===== src/rtl/dispense_sequencer.sv =====
// Dispense sequencer: spins a DC motor up, then steps a stepper motor a
// selected number of pulses, then handshakes. A manual TEST mode drives
// the stepper or DC motor continuously for bench bring-up.
//
// Handshake semantics: disp is a request level whose rising edge starts one
// dispense; handshake is held high in DONE until disp is seen low, so the
// requester owns the end of the transaction.
module dispense_sequencer #(
   parameter int STEP_HALF      = 4,
   parameter int STEP_HALF_FAST = 2,
   parameter int SPINUP_CYC     = 16
) (
   input  logic       clk,
   input  logic       rst_n,
   input  logic       disp,
   input  logic [1:0] amount,
   input  logic [2:0] test,
   output logic       handshake,
   output logic       busy,
   output logic       stepper_dir,
   output logic       stepper_step,
   output logic       dc_pwm,
   output logic       dc_in1,
   output logic       dc_in2,
   output logic [2:0] state_dbg
);

   typedef enum logic [2:0] {
      IDLE   = 3'd0,
      SPINUP = 3'd1,
      STEP   = 3'd2,
      DONE   = 3'd3,
      TEST   = 3'd4
   } state_t;

   localparam logic [15:0] HALF_N    = 16'(STEP_HALF);
   localparam logic [15:0] HALF_F    = 16'(STEP_HALF_FAST);
   localparam logic [15:0] LAST_N    = 16'(2 * STEP_HALF - 1);
   localparam logic [15:0] LAST_F    = 16'(2 * STEP_HALF_FAST - 1);
   localparam logic [15:0] SPIN_LAST = 16'(SPINUP_CYC - 1);

   state_t      state, state_nxt;
   logic [15:0] phase, phase_nxt;
   logic [8:0]  pulse, pulse_nxt;
   logic [8:0]  steps, steps_nxt;
   logic [2:0]  mode, mode_nxt;
   logic        disp_q;
   logic        disp_rise;
   logic [7:0]  pwm_cnt;
   logic [7:0]  duty_nxt;
   logic        step_nxt, dir_nxt, in1_nxt, in2_nxt, hs_nxt;
   logic [15:0] test_last;

   assign disp_rise = disp & ~disp_q;
   assign state_dbg = state;
   assign test_last = (mode == 3'b011) ? LAST_F : LAST_N;

   // Next-state logic: phase counter, pulse counter and latched selections.
   always_comb begin
      state_nxt = state;
      phase_nxt = phase;
      pulse_nxt = pulse;
      steps_nxt = steps;
      mode_nxt  = mode;
      case (state)
         IDLE: begin
            if (disp_rise) begin
               state_nxt = SPINUP;
               phase_nxt = '0;
               case (amount)
                  2'b01:   steps_nxt = 9'd200;
                  2'b10:   steps_nxt = 9'd300;
                  default: steps_nxt = 9'd100;
               endcase
            end else if (test != 3'b000 && test != 3'b111) begin
               state_nxt = TEST;
               phase_nxt = '0;
               mode_nxt  = test;
            end
         end
         SPINUP: begin
            if (phase == SPIN_LAST) begin
               state_nxt = STEP;
               phase_nxt = '0;
               pulse_nxt = '0;
            end else begin
               phase_nxt = phase + 16'd1;
            end
         end
         STEP: begin
            // A pulse counts once its low phase has finished.
            if (phase == LAST_N) begin
               phase_nxt = '0;
               if (pulse + 9'd1 == steps) state_nxt = DONE;
               else                       pulse_nxt = pulse + 9'd1;
            end else begin
               phase_nxt = phase + 16'd1;
            end
         end
         DONE: begin
            if (!disp) state_nxt = IDLE;
         end
         TEST: begin
            // Any change of test drops to IDLE for one cycle before re-entry.
            if (test != mode)            state_nxt = IDLE;
            else if (phase == test_last) phase_nxt = '0;
            else                         phase_nxt = phase + 16'd1;
         end
         default: state_nxt = IDLE;
      endcase
   end

   // Output decode from the upcoming state so registered outputs align with it.
   always_comb begin
      duty_nxt = 8'd0;
      step_nxt = 1'b0;
      dir_nxt  = 1'b0;
      in1_nxt  = 1'b0;
      in2_nxt  = 1'b1;
      hs_nxt   = 1'b0;
      case (state_nxt)
         SPINUP: duty_nxt = 8'd128;
         STEP: begin
            duty_nxt = 8'd128;
            step_nxt = (phase_nxt < HALF_N);
         end
         DONE: hs_nxt = 1'b1;
         TEST: begin
            case (mode_nxt)
               3'b001: step_nxt = (phase_nxt < HALF_N);
               3'b010: begin
                  step_nxt = (phase_nxt < HALF_N);
                  dir_nxt  = 1'b1;
               end
               3'b011: step_nxt = (phase_nxt < HALF_F);
               3'b100: duty_nxt = 8'd64;
               3'b101: begin
                  duty_nxt = 8'd64;
                  in1_nxt  = 1'b1;
                  in2_nxt  = 1'b0;
               end
               3'b110: duty_nxt = 8'd192;
               default: duty_nxt = 8'd0;
            endcase
         end
         default: duty_nxt = 8'd0;
      endcase
   end

   // State, counters and registered outputs.
   always_ff @(posedge clk or negedge rst_n) begin
      if (!rst_n) begin
         state        <= IDLE;
         phase        <= '0;
         pulse        <= '0;
         steps        <= '0;
         mode         <= '0;
         disp_q       <= 1'b0;
         pwm_cnt      <= '0;
         handshake    <= 1'b0;
         busy         <= 1'b0;
         stepper_dir  <= 1'b0;
         stepper_step <= 1'b0;
         dc_pwm       <= 1'b0;
         dc_in1       <= 1'b0;
         dc_in2       <= 1'b1;
      end else begin
         state        <= state_nxt;
         phase        <= phase_nxt;
         pulse        <= pulse_nxt;
         steps        <= steps_nxt;
         mode         <= mode_nxt;
         disp_q       <= disp;
         pwm_cnt      <= pwm_cnt + 8'd1;
         handshake    <= hs_nxt;
         busy         <= (state_nxt != IDLE);
         stepper_dir  <= dir_nxt;
         stepper_step <= step_nxt;
         dc_pwm       <= (pwm_cnt < duty_nxt);
         dc_in1       <= in1_nxt;
         dc_in2       <= in2_nxt;
      end
   end

endmodule


===== config.mk =====
export PLATFORM = sky130hd
export DESIGN_NAME = dispense_sequencer
export DESIGN_NICKNAME = d
export VERILOG_FILES = /design/src/rtl/dispense_sequencer.sv
export SDC_FILE = /design/constraint.sdc
export NUM_CORES = 1
export LEC_CHECK = 0
export ABC_AREA = 1
export CELL_PAD_IN_SITES_DETAIL_PLACEMENT = 1
export CELL_PAD_IN_SITES_GLOBAL_PLACEMENT = 2
export CORE_MARGIN = 2
export CORE_UTILIZATION = 37
export CTS_BUF_LIST = sky130_fd_sc_hd__clkbuf_8 sky130_fd_sc_hd__clkbuf_16
export DETAILED_ROUTE_END_ITERATION = 12
export PLACE_DENSITY_LB_ADDON = 0.1
export SLEW_MARGIN = 20
export SYNTH_ARGS = -nofsm -noshare
export SYNTH_HDL_FRONTEND = slang
export SYNTH_SLANG_ARGS = --single-unit

===== constraint.sdc =====
create_clock -name clk -period 4.5 [get_ports clk]
set_input_delay 0.9 -clock clk [delete_from_list [all_inputs] [get_ports clk]]
set_output_delay 0.9 -clock clk [all_outputs]
set_load 0.01 [all_outputs]

## Word level (Yosys, flattened, before mapping)

Index checks and enable logic that the tools add are counted.
Widths: inputs -> output; s select.

- Multipliers: 0
- Bitwise gates (word level): 2
- Equality and inequality tests: 26
- $lt $le $gt $ge: 3
- Reduce and logical (&&, ||, !) cells: 10
- Div/mod/pow operators: 0
- Multiplexer cells: 35
- Add/sub/neg operators: 3
- Shift operators: 0

Operators with widths:

| operator | count |
|---|---|
| $mux 16 | 6 |
| $pmux 16 s4 | 1 |
| $pmux 9 s2 | 2 |
| $mux 3 | 11 |
| $pmux 8 s2 | 2 |
| $mux 9 | 3 |
| $eq 3x2->1 const B | 7 |
| $add 16x1->16 const B | 1 |
| $eq 16x3->1 | 1 |
| $eq 16x3->1 const B | 1 |
| $eq 16x4->1 const B | 1 |
| $lt 16x2->1 const B | 1 |
| $lt 16x3->1 const B | 1 |
| $eq 3x3->1 const B | 5 |
| $pmux 3 s5 | 1 |
| $add 9x1->9 const B | 1 |
| $eq 3x1->1 const B | 3 |
| $eq 9x9->1 | 1 |
| $add 8x1->8 const B | 1 |
| $lt 8x8->1 | 1 |
| $mux 1 | 7 |
| $ne 2x2->1 const B | 3 |
| $reduce_bool 3->1 | 2 |
| $reduce_or 2->1 | 3 |
| 12 further kinds | 13 |

- ROM bits: 0
- Input bits: 8
- Output and inout bits: 10
- Memories kept: 0
- Register bits after elaboration: 56
- Memory bits (writable): 0
- Logic and storage cells: 93
- Bits in latches: 0

## Depth between registers and ports, before layout

- Word-level depth: 10
- Mapped depth: 17
- Gate-level depth less buffers: 17

## Least setup slack after synthesis

Ideal clock, no wire load.

- Path kind: input to register
- Start point: in disp
- End point: reg dc_pwm
- Data arrival time: 2270 ps
- Setup slack: 2153 ps
- Library setup time: 77 ps
- Cell stages on the path: 11
- Cells stage by stage: inv_1 -> nor2_1 -> nor2_4 -> o21ai_1 -> o21ai_0 -> inv_1 -> nand3_1 -> nor2_1 -> nor2_1 -> ha_1 -> a21oi_1

- Cells in the longest elaborated chain, start to end: 8
- Elaborated cells between the ends (all ways): 17

RTL lines:

| what | RTL line | RTL |
|---|---|---|
| start, declared | 15 | `input logic disp,` |
| $and 1x1->1 (*) | 54 | `assign disp_rise = disp & ~disp_q;` |
| $mux 3 (*) | 67 | `if (disp_rise) begin` |
| $mux 3 (*) | 65 | `case (state)` |
| named net mode_nxt[1] | 46 | `logic [2:0] mode, mode_nxt;` |
| $eq 3x3->1 | 129 | `case (mode_nxt)` |
| $reduce_or 2->1 (no line) | - |  |
| $pmux 8 s2 (*) | 129 |  |
| $pmux 8 s2 (*) | 121 | `case (state_nxt)` |
| $lt 8x8->1 (*) | 179 | `dc_pwm <= (pwm_cnt < duty_nxt);` |
| end signal, assigned | 179 |  |
| end, declared | 22 | `output logic dc_pwm,` |

Mark *: on every way through the listed nets, which the timed path passes. The rest lies on a longest branch.
A chain may end at the register's enable or synchronous reset.

## Worst setup path after layout

- Start point: in test[0]
- End point: reg dc_pwm

- Cells in the longest elaborated chain, start to end: 10
- Elaborated cells between the ends (all ways): 22

RTL lines:

| what | RTL line | RTL |
|---|---|---|
| start, declared | 17 | `input logic [2:0] test,` |
| $ne 3x3->1 / $reduce_bool 3->1 (equally long branches) | 75 | `end else if (test != 3'b000 && test != 3'b111) begin` |
| $logic_and 1x1->1 | 75 |  |
| $mux 3 | 75 |  |
| $mux 3 | 67 |  |
| $mux 3 | 65 |  |
| $eq 3x3->1 | 129 |  |
| $reduce_or 2->1 (no line) | - |  |
| $pmux 8 s2 | 129 |  |
| $pmux 8 s2 (*) | 121 |  |
| $lt 8x8->1 (*) | 179 |  |

Every way passes the cells marked *; elsewhere a longest branch is shown, timed or not.

==> results.toml <==
[routing]
wl_met2_um = 3710
maxUsedRoutingLayer = "met4"
wirelength_um = 8060
wl_met1_um = 4030
drc = 0
postRouteAntennaNets = 0
routed_via_density = 4.86
drt_iter0_markers = 73
met3_length_um = 158
vias = 2774
first_pass_iters = 4
post_drt_wl_per_cell_um = 14.1

[cts]
cts_hold_buf = 0
clkLatencyLatePin_ns = 0.32
ctsResizeCount = 0
post-cts-setup-buffer-count = 0
cts.sinks = 52
htreeDepth = 2
cts_root_buffer = "clkbuf_8"
numCtsBuffers = 5
path_clk_slew_ns = 0.11
clockBufferDepth = 2
cts_tree = "built"

[timing]
period_share = 0.648
setup_viol = 0
hold_viol = 0
fin_skew_ns = 0.0148
tightest_slew_ns = 0.676
totalNegativeSetupSlack_ns = 0
rsz0062_at_grt = "no"
slew_headroom = 0.550
holdWs_ns = 0.451
finalCriticalPeriod_ns = 2.91
setup_slack_ns = 1.59
fmax_mhz = 343
slew_violations = 0

[worst_setup_path]
crit_path_start_kind = "input port"
arrival_ns = 3.17
r2r_end = "dc_pwm$_DFF_PN0_"
worst-setup-path-type = "input port to flip-flop"
worstPathMaxFanout = 7
timing.reg2reg.setup_slack_ns = 1.93
end_kind = "flip-flop"
crit_required_ns = 4.75
rr_startpoint = "pulse[0]$_DFFE_PN0P_"
r2r_cells = 17

[hold_path]
hold-path-endpoint = "pwm_cnt[0]$_DFF_PN0_"
whs_path_depth = 1
min_from = "pwm_cnt[0]$_DFF_PN0_"
hp-class = "flip-flop to flip-flop"

[floorplan]
rows = 33
die_width_um = 97.0
die-height_um = 97.0
initial_core_util = 0.386
core_mm2 = 0.00830
ioPinCount = 18
die_area_mm2 = 0.00941

[place]
io_buffer_count = 17
hpwl_um = 6300
pre_cts_slack_ns = 1.24
placed_cell_area_mm2 = 0.00347
gp_congestion = 0.846

[power_and_ir_drop]
comb_power_share = 0.394
power_frac_clock = 0.199
p_sw_uw = 636
power.leakage_nw = 1.77
p_per_area_mw_per_mm2 = 415
seqPwrFrac = 0.408
p_int_uw = 846
swShare = 0.429
irDropWorstVdd_mv = 0.205

[final_layout]
fillCellCount = 1068
nNetsFinal = 481
final_core_util = 0.430
drive_above_1_share = 0.0901
antenna_cells = 0
final_area_mm2 = 0.00357
syn2layout_area_growth_pct = 11.4

[synthesis]
ys_seq_area_frac = 0.407
postSynthAreaPerCell_um2 = 7.21
synth_compound_area_frac = 0.0657
synth_cells = 444
syn_area_mm2 = 0.00320
synth.yosys.warnings = 0
synth_xor_area_frac = 0.0493
synth-simple-area-share = 0.354
synth_top_family_by_area = "simple AND/OR/NAND/NOR gates"
ys_types = 33
synth-seq-cells = 52
yosys.area_share.adder = 0.0313
muxShareOfSynthArea = 0
synth_nets = 460

[global_route]
grt_max_degree = 53
grt_pass1_vias = 2972
antenna_found_initial = 0
grt_pass1_wl_um = 14200
grt_overflow_total = 0
grt_use_total = 0.185

[run]
cap_violations = 0

[outcome]
status = "complete, no violations"
## Yosys cell counts
library cell,instances,area (um2)
nand2_1,116,435
inv_1,66,248
nor2_1,58,218
dfrtp_1,51,1280
nand3_1,43,215
nand2_2,13,81.3
xor2_1,12,105
o21ai_0,11,55.1
o21ai_1,11,55.1
ha_1,8,100
a21oi_1,7,35.0
nand4_1,6,37.5
xnor2_1,6,52.6
nor3_1,5,25.0
inv_2,3,11.3
nand3_2,3,30.0
nand3b_1,3,22.5
o21ai_2,3,26.3
buf_6,2,22.5
nor2_2,2,12.5
nor2_4,2,22.5
or2_2,2,12.5
a21boi_1,1,7.51
a21oi_2,1,8.76
a22oi_1,1,7.51
buf_4,1,7.51
clkbuf_1,1,3.75
clkinv_1,1,3.75
dfstp_2,1,26.3
nand2_4,1,11.3
nor3_2,1,10.0
o211ai_1,1,7.51
o21bai_1,1,7.51
## logic make-up after synthesis
group / count (synthesis)
AO/OA/AOI/OAI: 37
XOR/XNOR: 18
adder cells (fa/ha/maj): 8
buffers and inverters: 74
flip-flops: 52
AND/OR/NAND/NOR: 255
## power by group through the flow
stage          combinational (mW)  clock, mW  sequential (mW)
2_1_floorplan               0.421          0            0.601
3_3_place_gp                0.578          0            0.614
3_5_place_dp                0.591          0            0.615
4_1_cts                     0.595      0.311            0.606
5_1_grt                     0.671      0.326            0.618
6_report                    0.583      0.295            0.604
## per-layer routing
metal	GRT usage	vias up
met5	0	-
met4	0.0553	0
met3	0.0289	13
met2	0.300	27
met1	0.256	1307
li1	-	1427
## layout make-up
type | count | area, um2 | area share
multi-input cells | 318 | 1600 | 0.449
flip-flops and latches | 52 | 1300 | 0.365
inverters | 70 | 263 | 0.0737
repair buffers | 18 | 173 | 0.0484
well taps | 105 | 131 | 0.0368
clock buffers | 5 | 68.8 | 0.0193
clock inverters | 3 | 26.3 | 0.00737
## through the flow
step | std cells | power, mW
floorplan | 444 | 1.02
global placement | 563 | 1.19
detailed placement | 563 | 1.21
CTS | 571 | 1.51
global route | 571 | 1.62
finish | 571 | 1.48
## worst max-delay path, stage by stage
cell and delay (ns):
clkdlybuf4s50_1 0.52, a21boi_1 0.30, o21ai_1 0.21, a22oi_1 0.41
nand3_1 0.17, nor2_1 0.17, nor2_1 0.07, ha_1 0.27
a21oi_1 0.15
## cell usage in the layout, fill, tap and decap left out, types with 2 or more instances in the layout
master           instances
nand2_1                116
inv_1                   66
nor2_1                  58
dfrtp_1                 51
nand3_1                 43
clkdlybuf4s50_1         16
nand2_2                 13
xor2_1                  12
o21ai_0                 11
o21ai_1                 11
ha_1                     8
a21oi_1                  7
xnor2_1                  6
nand4_1                  6
nor3_1                   5
clkbuf_8                 5
nand3_2                  3
inv_2                    3
o21ai_2                  3
nand3b_1                 3
nor2_2                   2
nor2_4                   2
or2_2                    2
inv_6                    2
## how the worst max path moves through the flow
stage	cells past startpoint	to	from
finish	9	dc_pwm$_DFF_PN0_	test[0]
global route	9	dc_pwm$_DFF_PN0_	test[0]
CTS	9	dc_pwm$_DFF_PN0_	test[0]
detailed placement	9	dc_pwm$_DFF_PN0_	test[0]
global placement	12	dc_pwm$_DFF_PN0_	disp
floorplan	11	dc_pwm$_DFF_PN0_	disp
## state kept, by name, summed over array words and instances, names as in the netlist
signal / cells
busy: 1
dc_in1: 1
dc_in2: 1
dc_pwm: 1
disp_q: 1
handshake: 1
mode: 3
phase: 16
pulse: 9
pwm_cnt: 8
state_dbg: 3
stepper_dir: 1
stepper_step: 1
steps: 5
Note: power is estimated with default switching activity, not from simulation.
